==> config.mk <==
export PLATFORM = sky130hd
export DESIGN_NAME = eth_crc32_upd64
export DESIGN_NICKNAME = d
export VERILOG_FILES = /design/src/rtl/eth_pkg.sv /design/src/rtl/eth_crc32_upd64.sv
export SDC_FILE = /design/constraint.sdc
export NUM_CORES = 1
export LEC_CHECK = 0
export BUFFER_PORTS_ARGS = -buffer_cell sky130_fd_sc_hd__buf_2
export CAP_MARGIN = 10
export CORE_MARGIN = 1.5
export CORE_UTILIZATION = 36
export DETAILED_ROUTE_END_ITERATION = 16
export GPL_ROUTABILITY_DRIVEN = 1
export PLACE_DENSITY = 0.57
export SETUP_SLACK_MARGIN = 0.4
export SLEW_MARGIN = 20
export SYNTH_ARGS = -nofsm -noshare
export SYNTH_HDL_FRONTEND = slang
export SYNTH_SLANG_ARGS = --single-unit
==> constraint.sdc <==
create_clock -name vclk -period 27.7
set_input_delay 5.54 -clock vclk [all_inputs]
set_output_delay 5.54 -clock vclk [all_outputs]
set_load 0.02 [all_outputs]
==> src/rtl/eth_pkg.sv <==
// Ethernet constants shared across the MAC receive slice, plus the
// bytewise reflected CRC-32 step used by the FCS datapath.
package eth_pkg;

   localparam logic [31:0] CRC32_POLY_REFL = 32'hEDB88320;
   localparam logic [31:0] CRC32_INIT      = 32'hFFFFFFFF;
   localparam logic [31:0] CRC32_RESIDUE   = 32'hDEBB20E3;

   // One byte through the reflected register, LSB of the byte first.
   function automatic logic [31:0] crc32_byte(input logic [31:0] crc_in,
                                              input logic [7:0]  data_in);
      logic [31:0] c;
      c = crc_in ^ {24'h0, data_in};
      for (int i = 0; i < 8; i++)
         c = c[0] ? ((c >> 1) ^ CRC32_POLY_REFL) : (c >> 1);
      return c;
   endfunction

endpackage

==> src/rtl/eth_crc32_upd64.sv <==
// Combinational CRC-32 update over the first nbytes (1..8) of a 64-bit beat,
// byte 0 on data[7:0].
module eth_crc32_upd64
   import eth_pkg::*;
(
   input  logic [31:0] seed,
   input  logic [63:0] data,
   input  logic [3:0]  nbytes,
   output logic [31:0] crc
);

   always_comb begin
      crc = seed;
      for (int b = 0; b < 8; b++)
         if (4'(b) < nbytes) crc = crc32_byte(crc, data[8*b +: 8]);
   end

endmodule

After elaboration in Yosys (flattened, before gate mapping):

Cells that the tools add are included.

* word-level logic and storage cells: 152
* bits of input ports: 100
* bits in registers: 0
* memories: 0
* bits in latches: 0
* output and inout port bits: 32
* ROM bits: 0
* bits in writable memories: 0

* equal/unequal tests: 0
* add/sub/neg operators: 0
* divide/modulo/power cells: 0
* multiplexer cells: 72
* $mul: 0
* bitwise operators: 72
* shift-type cells: 0
* $lt $le $gt $ge: 8
* reductions and logical operators: 0

Operators by type and width (number)
* $mux W32: 72
* $not A13 Y14: 64
* $xor A32 B8 Y32: 8
* $lt A3 B4 Y1 const A: 4
* $lt A1 B4 Y1 const A: 2
* $lt A2 B4 Y1 const A: 2

Depth between registers and ports, before layout:

* depth in word-level cells: 144
* depth in mapped cells: 35
* depth with buffers taken out: 28

Least setup slack after synthesis:

No wires, ideal clock.

* path type: input port to output port
* from: input seed[1]
* to: output crc[23]
* slack: 7.601 ns
* data required time: 22.160 ns
* stages: 31
* arrival time: 14.559 ns
* cells stage by stage: buf_2 > xnor2_2 > xnor3_1 > a21oi_1 > xnor2_2 > xnor3_1 > nor4b_4 > or4_1 > buf_2 > o211ai_1 > a21oi_1 > nor4_4 > xnor3_1 > o21ai_4 > xor2_2 > xnor2_1 > xnor3_2 > o211a_1 > or2_1 > buf_6 > xnor3_1 > xnor3_1 > o21ai_4 > xor2_4 > xnor2_2 > xor2_1 > mux2i_4 > xnor2_2 > xnor3_2 > xnor3_1 > mux2i_1

* longest elaborated chain between the ends: 105
* elaborated cells on any way between the ends: 140

Ends and longest elaborated chain
* start, declared: line eth_crc32_upd64.sv:6 `input logic [31:0] seed,`
* $xor A32 B8 Y32: line eth_pkg.sv:13 `c = crc_in ^ {24'h0, data_in};`
* $mux W32 (2 in a row): line eth_pkg.sv:15 `c = c[0] ? ((c >> 1) ^ CRC32_POLY_REFL) : (c >> 1);`
* $not A13 Y14 (no source line)
* $mux W32: line eth_pkg.sv:15
* $not A13 Y14 (no source line)
* $mux W32 (2 in a row): line eth_pkg.sv:15
* $mux W32 or $not A13 Y14 (tied branches)
* $mux W32: line eth_pkg.sv:15
* (+86 left out)
* $mux W32: line eth_pkg.sv:15
* $not A13 Y14 (no source line)
* $mux W32 (2 in a row): line eth_pkg.sv:15
* $not A13 Y14 (no source line)
* $mux W32: line eth_pkg.sv:15
* $not A13 Y14 (no source line)
* $mux W32: line eth_pkg.sv:15
* $mux W32 *: line eth_crc32_upd64.sv:15 `if (4'(b) < nbytes) crc = crc32_byte(crc, data[8*b +: 8]);`
* end, declared: line eth_crc32_upd64.sv:9 `output logic [31:0] crc`

Every way passes the cells marked *; elsewhere a longest branch is shown, timed or not.

Final worst setup path:

* from: input nbytes[3]
* to: output crc[23]

* longest elaborated chain between the ends: 94
* elaborated cells on any way between the ends: 133

Ends and longest elaborated chain
* start, declared: line eth_crc32_upd64.sv:8 `input logic [3:0] nbytes,`
* $lt A1 B4 Y1: line eth_crc32_upd64.sv:15
* $mux W32: line eth_crc32_upd64.sv:15
* $xor A32 B8 Y32: line eth_pkg.sv:13
* $mux W32 or $not A13 Y14 (tied branches)
* $mux W32: line eth_pkg.sv:15
* $mux W32 or $not A13 Y14 (tied branches)
* $mux W32 (2 in a row): line eth_pkg.sv:15
* $not A13 Y14 (no source line) or $mux W32 (tied branches)
* (+76 left out)
* $mux W32: line eth_pkg.sv:15
* $not A13 Y14 (no source line)
* $mux W32 (2 in a row): line eth_pkg.sv:15
* $not A13 Y14 (no source line)
* $mux W32: line eth_pkg.sv:15
* $not A13 Y14 (no source line)
* $mux W32: line eth_pkg.sv:15
* $mux W32 *: line eth_crc32_upd64.sv:15

Marked as above.

==> impl_results.rst <==
.. list-table::
   :header-rows: 1

   * - Metric
     - Value
   * - HP Start
     - data[63]
   * - Nets
     - approximately 1600
   * - Wire length of the first global-routing pass
     - 60900 microns
   * - Required time of the critical path
     - about 22 ns
   * - Post-Synthesis Net Count
     - 1562
   * - Number of cells produced by synthesis
     - 1462
   * - Layout cell share with drive strength beyond 1
     - 16.9%
   * - Maximum net fanout on the critical path
     - 62
   * - Netlist Area Pre-Place
     - around 12000 sq um
   * - Area Growth Syn to Fin
     - 8.39%
   * - Detailed-route DRC error count
     - 0
   * - Vias
     - about 11000
   * - Effective utilization at floorplan
     - between 30 and 40%
   * - Yosys top cell area share
     - around a quarter
   * - Final Max Tran Viols
     - 0
   * - Estimated wirelength of the detail-placed design
     - 33300 microns
   * - Number of antenna violations at the first check in global routing
     - 1
   * - WL/cell
     - 20.1 microns
   * - Number of endpoints failing setup at the final stage
     - 0
   * - Yosys warns
     - 0
   * - Routed vias/inst
     - between 5 and 6
   * - Post_cts resized
     - 0
   * - Tightest slew margin relative to the limit
     - approximately a third
   * - Number of hold-slack violations in the final timing report
     - 0
   * - Run status
     - finished, final reports clean
   * - Endpoint class of the critical path
     - primary output
   * - Met2 usage in global routing
     - 38.3%
   * - Overflow after GRT
     - 0
   * - Maximum number of pins on one net before global-route repair
     - 63
   * - Count of buffers added by post-CTS timing repair for setup
     - 0
   * - Highest clock rate
     - 0.0444 GHz
   * - Measured slew at the worst slew-check pin
     - roughly 0.99 ns
   * - Number of placement rows
     - 66
   * - Count of distinct cell types in the synthesized netlist
     - 97
   * - M3 GR Usage
     - between 1 and 1.5%
   * - Worst endpoint data arrival time
     - around 17 ns
   * - Tot GR Track Use
     - 23.0%
   * - Area used by sequential logic in the layout
     - 0 sq um
   * - Cell taking the most area after synthesis
     - xnor2_1
   * - Number of nets still failing antenna checks after routing
     - 0
   * - Die width
     - between 150 and 200 microns
   * - Unrepaired setup endpoints after global routing
     - no
   * - Port buffer count
     - between 100 and 150
   * - Area of the core
     - 32600 sq um
   * - Die Outline Area
     - roughly 34000 sq um
   * - Top-count cell post-synth
     - xnor2_1
   * - Most heavily used metal layer in global routing
     - met2
   * - Count of buffering cells on the critical path with inverters included
     - 4
   * - Via count of the first global-routing pass
     - between 10000 and 15000
   * - Worst Hold Depth
     - 5
   * - DRT Pass-1 Iters
     - 5
   * - Hold Path Class
     - in2out
   * - Number of sequential cells in the layout
     - 0
   * - Cts-stage hold buffer count
     - 0
   * - Setup total negative slack
     - 0 ns
   * - Final weighted congestion in routability-driven placement
     - about 0.94
   * - Final worst-path cycle share
     - 81.3%
   * - Critical path type
     - in2out
   * - Die height
     - roughly 190 microns
   * - Sequential share of the synthesized area
     - 0%
   * - # fillers
     - 3301
   * - Post-Route WL
     - slightly below 40000 microns
   * - Crit path max-delay family
     - simple AND/OR/NAND/NOR gates
   * - Total of max-cap violations
     - 0
   * - Dominant cells by area after synthesis
     - xnor2_1 24%, xnor3_1 12%, xor2_1 7.7%
   * - Max stage delay on crit path
     - between 0.7 and 0.8 ns
   * - Worst Hold Path EP
     - crc[9]
   * - I/O pins
     - approximately 130
   * - Final Critical Period
     - ~23 ns
   * - Most numerous cell types in the synthesized netlist
     - 333 x xnor2_1, 132 x nor2_1, 107 x nand2_1
   * - Met1 layer usage reported by global route
     - roughly a third
   * - Clock tree buffer count of the final layout
     - 0
   * - Count of routing violations after the opening detailed-route iteration
     - between 800 and 900
   * - Kind of launch point of the worst setup path
     - input port
   * - Crit-path slowest cell
     - or4_1
   * - Mean instance size in the synthesized netlist
     - 8.17 sq um
-- cells in the final DEF, fill, tap and decap left out, types with 9 or more instances in the layout --
cell type	synthesis	routed
mux2_2	18	18
xnor2_2	16	16
mux2i_1	82	82
a31oi_1	10	10
xor2_1	105	105
a211oi_1	19	19
a21o_1	18	18
xor3_1	9	9
and2_1	13	13
and3_1	11	11
a21oi_1	98	95
xnor3_1	66	66
buf_4	11	18
o21ai_0	64	64
nand4_1	23	23
xor2_2	9	9
o211ai_1	18	18
nor4_1	17	16
xnor2_1	333	333
nor2_1	132	131
inv_1	10	10
nor3_1	20	20
nand3_1	27	27
buf_2	18	132
xnor2_4	9	9
nand2_1	107	105
-- final cells by class --
| type | instances | area, sq um | area share, % |
|---|---|---|---|
| diodes | 1 | 2.50 | 0.0193 |
| inverters | 12 | 45.0 | 0.348 |
| multi-input cells | 1367 | 11600 | 89.2 |
| well taps | 442 | 553 | 4.27 |
| repair buffers | 150 | 796 | 6.14 |
-- tightest hold or removal path: cells and delay by family --
kind / cells / cell delay [ns]
buffers and inverters: 2 / 0.26
xor gates and xnor gates: 2 / 0.25
AOI/OAI and AO/OA: 1 / 0.09
-- worst max path at each step --
stage	startpoint	depth (start not counted)	slack (ns)	endpoint
floorplan	seed[1]	31	7.60	crc[23]
global placement	nbytes[3]	32	5.46	crc[23]
detailed placement	nbytes[3]	32	5.37	crc[23]
CTS	nbytes[3]	32	5.37	crc[23]
global route	nbytes[3]	31	4.57	crc[23]
finish	nbytes[3]	31	5.17	crc[23]
-- stage by stage --
stage	utilization (%)	hold WS, ns	std cells	worst slack [ns]	instance area (sq um)
after floorplan	-	11.45	1462	7.60	11900
after global placement	39.7	11.68	1971	5.46	12900
after detailed placement	39.7	11.69	1971	5.37	12900
after CTS	39.7	11.69	1971	5.37	12900
after global routing	39.7	11.73	1972	4.57	12900
final	39.7	11.68	1972	5.17	12900
-- cell families (layout without fill, tap and decap cells) --
logic type      count (synthesis)  in the layout  synth area share (%)
compound gates                301            301                  17.0
xor+xnor                      553            553                  53.1
buf+inv                        95            162                  3.63
mux                           103            103                  9.06
other cells                     0              1                     0
simple gates                  410            410                  17.2
-- layer usage --
layer / wire [microns] / share of wire (%)
met3: 2370 / 6.0
met2: 17900 / 45
met1: 18600 / 47
met5: 0 / 0
met4: 827 / 2.1
Power is left out: the tool's default activity adds up to more than one toggle a clock period on the data nets, which glitch-free logic cannot reach.
